## config.mk

```make
export PLATFORM = sky130hd
export DESIGN_NAME = vga_frame_reader
export DESIGN_NICKNAME = d
export VERILOG_FILES = /design/src/rtl/vga_frame_reader.sv
export SDC_FILE = /design/constraint.sdc
export NUM_CORES = 1
export LEC_CHECK = 0
export CORE_MARGIN = 4
export CORE_UTILIZATION = 53
export DETAILED_ROUTE_END_ITERATION = 12
export MAX_ROUTING_LAYER = met4
export PLACE_DENSITY = 0.76
export SLEW_MARGIN = 20
export SYNTH_ARGS = -nofsm -noshare
export SYNTH_HDL_FRONTEND = slang
export SYNTH_SLANG_ARGS = --single-unit
```

## constraint.sdc

```tcl
create_clock -name pclk -period 3 [get_ports pclk]
set_clock_uncertainty 0.15 [all_clocks]
set_input_delay 0.75 -clock pclk [delete_from_list [all_inputs] [get_ports pclk]]
set_output_delay 0.75 -clock pclk [all_outputs]
set_load 0.005 [all_outputs]
```

## src/rtl/vga_frame_reader.sv

```systemverilog
// vga_frame_reader: 640x480@60 VGA timing generator and read side of the
// grayscale frame buffer. Each stored pixel is shown as a SCALE x SCALE
// block. The read address is built incrementally from sub-counters, so there
// is no multiplier or divider. The pipeline has three stages from counter
// state to output pins, and all syncs are delayed in step with the pixel.
module vga_frame_reader #(
  parameter int H_VISIBLE = 640,
  parameter int H_FP      = 16,
  parameter int H_SYNC    = 96,
  parameter int H_BP      = 48,
  parameter int V_VISIBLE = 480,
  parameter int V_FP      = 10,
  parameter int V_SYNC    = 2,
  parameter int V_BP      = 33,
  parameter int CAP_HSIZE = 160,
  parameter int CAP_VSIZE = 120,
  parameter int SCALE     = 4,
  parameter int ADDR_BITS = 16
) (
  input  logic                 pclk,
  input  logic                 rst_n,
  output logic                 rd_en,
  output logic [ADDR_BITS-1:0] rd_addr,
  input  logic [7:0]           rd_data,
  output logic                 hsync,
  output logic                 vsync,
  output logic                 de,
  output logic [7:0]           pixel,
  output logic                 frame_start
);

  localparam int H_TOTAL = H_VISIBLE + H_FP + H_SYNC + H_BP;
  localparam int V_TOTAL = V_VISIBLE + V_FP + V_SYNC + V_BP;
  localparam int IMG_H   = CAP_HSIZE * SCALE;
  localparam int IMG_V   = CAP_VSIZE * SCALE;

  // Counter widths must hold both the full line/frame count and the image
  // bound, since a stored image may be wider than the raster.
  localparam int HC_W  = $clog2((H_TOTAL > IMG_H) ? H_TOTAL : IMG_H + 1);
  localparam int VC_W  = $clog2((V_TOTAL > IMG_V) ? V_TOTAL : IMG_V + 1);
  localparam int SUB_W = (SCALE > 1) ? $clog2(SCALE) : 1;

  localparam logic [HC_W-1:0] H_LAST      = HC_W'(H_TOTAL - 1);
  localparam logic [HC_W-1:0] H_VIS_END   = HC_W'(H_VISIBLE);
  localparam logic [HC_W-1:0] H_IMG_END   = HC_W'(IMG_H);
  localparam logic [HC_W-1:0] H_SYNC_BEG  = HC_W'(H_VISIBLE + H_FP);
  localparam logic [HC_W-1:0] H_SYNC_END  = HC_W'(H_VISIBLE + H_FP + H_SYNC);
  localparam logic [VC_W-1:0] V_LAST      = VC_W'(V_TOTAL - 1);
  localparam logic [VC_W-1:0] V_VIS_END   = VC_W'(V_VISIBLE);
  localparam logic [VC_W-1:0] V_IMG_END   = VC_W'(IMG_V);
  localparam logic [VC_W-1:0] V_SYNC_BEG  = VC_W'(V_VISIBLE + V_FP);
  localparam logic [VC_W-1:0] V_SYNC_END  = VC_W'(V_VISIBLE + V_FP + V_SYNC);
  localparam logic [SUB_W-1:0] SUB_LAST   = SUB_W'(SCALE - 1);
  localparam logic [ADDR_BITS-1:0] ROW_STEP = ADDR_BITS'(CAP_HSIZE);

  // Number of flag pipeline stages between counters and output registers.
  localparam int FLAG_STAGES = 2;

  // Per-position timing flags carried down the pipeline beside the read.
  typedef struct packed {
    logic vis;     // inside the visible raster
    logic img;     // inside the replicated stored image
    logic hs_act;  // horizontal sync pulse active
    logic vs_act;  // vertical sync pulse active
    logic origin;  // position (0,0)
  } flags_t;

  // Stage 0 state: raster position plus incremental address terms.
  logic [HC_W-1:0]      h_cnt_reg, h_cnt_next;
  logic [VC_W-1:0]      v_cnt_reg, v_cnt_next;
  logic [SUB_W-1:0]     h_sub_reg, h_sub_next;
  logic [SUB_W-1:0]     v_sub_reg, v_sub_next;
  logic [ADDR_BITS-1:0] col_idx_reg, col_idx_next;
  logic [ADDR_BITS-1:0] row_base_reg, row_base_next;

  logic                 line_end;
  flags_t               flags_s0;
  logic [ADDR_BITS-1:0] addr_s0;

  flags_t flag_pipe_reg [1:FLAG_STAGES];

  // Next raster position and next address terms; h_sub/v_sub count the
  // replicas of one stored pixel, col_idx/row_base step once per SCALE.
  always_comb begin
    line_end      = (h_cnt_reg == H_LAST);
    h_cnt_next    = h_cnt_reg + 1'b1;
    h_sub_next    = h_sub_reg + 1'b1;
    col_idx_next  = col_idx_reg;
    v_cnt_next    = v_cnt_reg;
    v_sub_next    = v_sub_reg;
    row_base_next = row_base_reg;
    if (h_sub_reg == SUB_LAST) begin
      h_sub_next   = '0;
      col_idx_next = col_idx_reg + 1'b1;
    end
    if (line_end) begin
      h_cnt_next   = '0;
      h_sub_next   = '0;
      col_idx_next = '0;
      if (v_cnt_reg == V_LAST) begin
        v_cnt_next    = '0;
        v_sub_next    = '0;
        row_base_next = '0;
      end else begin
        v_cnt_next = v_cnt_reg + 1'b1;
        if (v_sub_reg == SUB_LAST) begin
          v_sub_next    = '0;
          row_base_next = row_base_reg + ROW_STEP;
        end else begin
          v_sub_next = v_sub_reg + 1'b1;
        end
      end
    end
  end

  // Stage 0 register: raster counters and address terms.
  always_ff @(posedge pclk or negedge rst_n) begin
    if (!rst_n) begin
      h_cnt_reg    <= '0;
      v_cnt_reg    <= '0;
      h_sub_reg    <= '0;
      v_sub_reg    <= '0;
      col_idx_reg  <= '0;
      row_base_reg <= '0;
    end else begin
      h_cnt_reg    <= h_cnt_next;
      v_cnt_reg    <= v_cnt_next;
      h_sub_reg    <= h_sub_next;
      v_sub_reg    <= v_sub_next;
      col_idx_reg  <= col_idx_next;
      row_base_reg <= row_base_next;
    end
  end

  // Decode the current position into timing flags and the read address.
  always_comb begin
    flags_s0.vis    = (h_cnt_reg < H_VIS_END) && (v_cnt_reg < V_VIS_END);
    flags_s0.img    = (h_cnt_reg < H_IMG_END) && (v_cnt_reg < V_IMG_END);
    flags_s0.hs_act = (h_cnt_reg >= H_SYNC_BEG) && (h_cnt_reg < H_SYNC_END);
    flags_s0.vs_act = (v_cnt_reg >= V_SYNC_BEG) && (v_cnt_reg < V_SYNC_END);
    flags_s0.origin = (h_cnt_reg == '0) && (v_cnt_reg == '0);
    addr_s0         = row_base_reg + col_idx_reg;
  end

  // Stage 1: issue the read; the address holds outside the image so it
  // never leaves the stored range.
  always_ff @(posedge pclk or negedge rst_n) begin
    if (!rst_n) begin
      rd_en            <= 1'b0;
      rd_addr          <= '0;
      flag_pipe_reg[1] <= '0;
    end else begin
      rd_en            <= flags_s0.img;
      flag_pipe_reg[1] <= flags_s0;
      if (flags_s0.img) begin
        rd_addr <= addr_s0;
      end
    end
  end

  // Later flag stages: delay the flags while the read data comes back.
  generate
    for (genvar gi = 2; gi <= FLAG_STAGES; gi++) begin : g_flag_delay
      // Shift flags one stage further.
      always_ff @(posedge pclk or negedge rst_n) begin
        if (!rst_n) begin
          flag_pipe_reg[gi] <= '0;
        end else begin
          flag_pipe_reg[gi] <= flag_pipe_reg[gi-1];
        end
      end
    end
  endgenerate

  // Stage 3: output registers; the pixel is blanked outside the image.
  always_ff @(posedge pclk or negedge rst_n) begin
    if (!rst_n) begin
      hsync       <= 1'b1;
      vsync       <= 1'b1;
      de          <= 1'b0;
      pixel       <= '0;
      frame_start <= 1'b0;
    end else begin
      hsync       <= ~flag_pipe_reg[FLAG_STAGES].hs_act;
      vsync       <= ~flag_pipe_reg[FLAG_STAGES].vs_act;
      de          <= flag_pipe_reg[FLAG_STAGES].vis;
      frame_start <= flag_pipe_reg[FLAG_STAGES].origin;
      if (flag_pipe_reg[FLAG_STAGES].vis && flag_pipe_reg[FLAG_STAGES].img) begin
        pixel <= rd_data;
      end else begin
        pixel <= '0;
      end
    end
  end

endmodule

```

== Yosys cells after proc, flatten, opt, wreduce, memory -nomap -nowiden ==
Index checks and enable logic that the tools add are counted.
Word-level totals
  register bits: 92
  latch bits: 0
  RAM bits: 0
  ROM bits: 0
  input bits: 10
  output and inout port bits: 29
  memories kept: 0
Cells by class
  add/subtract/negate cells: 7
  multiply operators: 0
  div/mod/pow operators: 0
  $lt $le $gt $ge: 6
  eq/ne operators: 4
  shifts and indexed selects: 0
  multiplexer cells: 11
  bitwise logic cells: 2
  reductions and logical operators: 9
Operator list (number)
  $mux 16: 4
  $add 10x1->10 const B: 2
  $eq 10x10->1 const B: 2
  $logic_not 10->1: 2
  $lt 10x10->1 const B: 2
  $lt 10x9->1 const B: 2
  $mux 10: 2
  $add 16x1->16 const B: 1
  $add 16x16->16: 1
  $add 16x8->16 const B: 1
  $ge 10x10->1 const B: 1
  $ge 10x9->1 const B: 1
  $mux 2: 4
  $mux 8: 1
  $add 2x1->2 const B: 2
  $eq 2x2->1 const B: 2
  $logic_and 1x1->1: 4
  $reduce_bool 2->1: 2
  $not 1->1: 2
  $reduce_and 2->1: 1

== Depth between registers and ports, before layout ==
  depth in word-level cells: 3
  depth in mapped cells: 8
  depth with buffers taken out: 7

== Worst setup path after synthesis ==
OpenSTA, ideal clock, no wires.
  kind: flip-flop to flip-flop
  from: register h_cnt_reg[0]
  to: register row_base_reg[15]
  setup time: 78 ps
  data arrival time: 1955 ps
  slack: 818 ps
  stages on the path, launching flop included: 7
  period minus slack after synthesis: 2182 ps
  cell sequence: dfrtp_1 ha_1 nand3_1 nor4_2 o2111ai_2 or4_1 a21oi_1
On the way
  longest elaborated chain between the ends: 2
Ends and longest elaborated chain
  start, declared: RTL line 69  | logic [HC_W-1:0] h_cnt_reg, h_cnt_next;
  start signal, assigned: RTL line 126  | h_cnt_reg <= h_cnt_next;
  $eq 10x10->1: RTL line 85  | line_end = (h_cnt_reg == H_LAST);
  $reduce_and 2->1 (no source line)
  end signal, assigned: RTL line 131  | row_base_reg <= row_base_next;
  end, declared: RTL line 74  | logic [ADDR_BITS-1:0] row_base_reg, row_base_next;
Every way passes these cells.
A chain may end at the register's enable or synchronous reset.

== Worst setup path in the final report ==
  from: register h_cnt_reg[0]
  to: register row_base_reg[10]
The elaborated chain is that of the path after synthesis.

==> flow_summary.yaml <==
outcome:
  status: "complete, no violations"
critical_path:
  start_kind: "register"
  path_cells: "ha_1 -> nand3_1 -> or4_1 -> nor2_1 -> nand4_1 -> o21ai_0"
  crit_path_end_kind: "register"
  criticalPathCategory: "reg2reg"
  critPathArrivalTime_ns: 2.57
  cp_max_fo: 8
  cp_slowest_cell: "or4_1"
  crit_family: "simple AND/OR/NAND/NOR gates"
  critPathBufInv: 0
  max_stage_delay_ns: 0.59
  cp.required_ns: 3.11
synth:
  synth_edf_count: 0
  synth_nets: 425
  async_flop_share_pct: 100
  syn_avg_cell_area_um2: 10.2
  syn_area_um2: 4060
  synth_area_leaders: "dfrtp_1 52%, ha_1 5.5%, nand2_1 5.3%"
  ys.flop_type: "dfrtp_1"
  yosysMostFrequentCell: "dfrtp_1"
  synth_warnings: 0
  yosys.area.top_type_share_pct: 52.3
  synth-seq-area-share_pct: 53.6
  yosys_register_bits: 87
  synth_largest_area_cell: "dfrtp_1"
  synthCells: 397
  synthDistinctLibCells: 50
  yosys-top-cells-count: "85 x dfrtp_1, 57 x nand2_1, 30 x nor2_1"
timing:
  slew_viol_final: 0
  fmax_mhz: 406
  fin_crit_sh_pct: 82.0
  relSlewSlack_pct: 50.2
  setup_violations: 0
  fin_setup_tns_ns: 0
  rsz0062_at_grt: "no"
  fin_crit_ns: 2.46
  hold_viol_final: 0
  tightest_slew_ns: 0.742
final_layout:
  fill_cells: 609
  antenna_cells: 0
  nets: 468
  final_layout_size_suffix_gt1_share_pct: 7.64
  fin_area_um2: 4800
  area.growth.synth_to_final_pct: 18.2
  final_cell_count_no_fill: 544
route:
  vias: 2981
  totalWireLength_mm: 7.93
  ant_nets: 0
  vias_per_cell: 5.48
  dr.pass1.iters: 4
  drt_iter0_drc: 190
  drc: 0
  wl_per_cell_um: 14.6
global_route:
  grt_pass1_vias: 3022
  grt_antenna_before_repair: 0
  grt_max_degree: 50
  track_usage_pct: 20.1
  overflow: 0
  grt_pass1_wl_mm: 14.0
clock_network:
  clock_path_buffers: 2
  numCtsBuffers: 9
  cts-root-buf: "clkbuf_8"
  cts_max_level: 3
  cts_tree: "done"
  cts.sinks: 87
  cts_setup_buffers: 0
  clk_pin_slew_ns: 0.08
  cts.hold.buffers_added: 0
  clk_latency_ns: 0.35
  cts_resized: 0
run:
  maxCapViolCount: 0
place:
  dp_hpwl_mm: 5.54
  placed_cell_area_um2: 4590
  globalplace.congestion: 0.826
  io_buffers: 38
  dp.cells: 528
die:
  initial_core_util_pct: 55.1
  die_h_um: 95.6
  rows: 31
  die_area_um2: 9130
  coreArea_um2: 7370
  pin_count: 39
  die_w_um: 95.6
pwr:
  internal-power_w: 0.00169
  switching_power_w: 0.000418
  clockPowerShare_pct: 41.7
  powerDensity_nw_per_um2: 439
  switching_share_pct: 19.8
  ir_worst_vdd_mv: 0.298
  power_leakage_nw: 2.16
  finalPower_w: 0.00211
  combinationalPowerShare_pct: 2.4
  pwr-share-seq_pct: 55.8
worst_hold_path:
  worstHoldPathType: "reg2reg"
-- final timing paths --
check	startpoint	end	slack [ns]	cells after the start
worst min register to register	flag_pipe_reg[2]	hsync	0.20	1
worst max-delay path	h_cnt_reg[0]	row_base_reg[10]	0.54	6
worst max register to register	h_cnt_reg[0]	row_base_reg[10]	0.54	6
worst min-delay path	flag_pipe_reg[2]	hsync	0.20	1
min in group asynchronous	rst_n	rd_addr[14]	0.21	1
max in group asynchronous	rst_n	hsync	1.80	2
-- power groups by stage --
stage	clock, W	combinational, W	sequential [W]
floorplan	0	0.00000364	0.00120
global placement	0	0.0000529	0.00120
detailed placement	0	0.0000540	0.00120
CTS	0.000904	0.0000542	0.00118
global route	0.000953	0.0000596	0.00118
finish	0.000880	0.0000516	0.00118
-- cell families (layout without fill, tap and decap cells) --
kind of cell | after synthesis | in the layout | synth area share, %
simple gates | 161 | 161 | 19.8
flops | 87 | 87 | 53.6
compound gates | 64 | 64 | 9.54
xor+xnor | 36 | 36 | 7.76
buf+inv | 26 | 74 | 2.43
fa+ha+maj | 18 | 18 | 5.54
mux | 5 | 5 | 1.29
-- cell usage in the layout (no fill, tap or decap), types with 6 or more instances in the layout --
cell / count
a21oi_1: 16
o21ai_0: 28
nand4_1: 10
and3_1: 6
inv_1: 12
nand2_1: 57
xnor2_1: 13
buf_4: 7
clkdlybuf4s50_1: 37
ha_1: 18
xor2_1: 23
dfrtp_1: 85
clkbuf_8: 10
nand3_1: 14
nor3_1: 6
and2_1: 12
nor2_1: 30
-- cell type report --
cell class | count | area, um2 | share of cell area [%]
Clock buffer | 12 | 145 | 3.02
Clock inverter | 4 | 70.1 | 1.46
Inverter | 13 | 48.8 | 1.02
Multi-Input combinational cell | 284 | 1790 | 37.3
Sequential cell | 87 | 2180 | 45.4
Tap cell | 99 | 124 | 2.58
Timing Repair Buffer | 45 | 443 | 9.22
-- per-stage QoR --
step | utilization [%] | worst slack, ns | hold slack, ns
finish | 65.2 | 0.540 | 0.202
global route | 65.2 | 0.333 | 0.212
global placement | 62.3 | 0.704 | 0.181
floorplan | - | 0.818 | 0.181
detailed placement | 62.3 | 0.538 | 0.192
CTS | 65.2 | 0.534 | 0.204
-- metal layers --
metal | vias to the layer above | routed length (um) | track usage, %
li1 | 1450 | - | -
met1 | 1465 | 3630 | 26.4
met2 | 56 | 3860 | 32.0
met3 | 10 | 308 | 3.08
met4 | 0 | 123 | 6.75
met5 | - | 0 | -
Power figures use the tool's default switching activity.
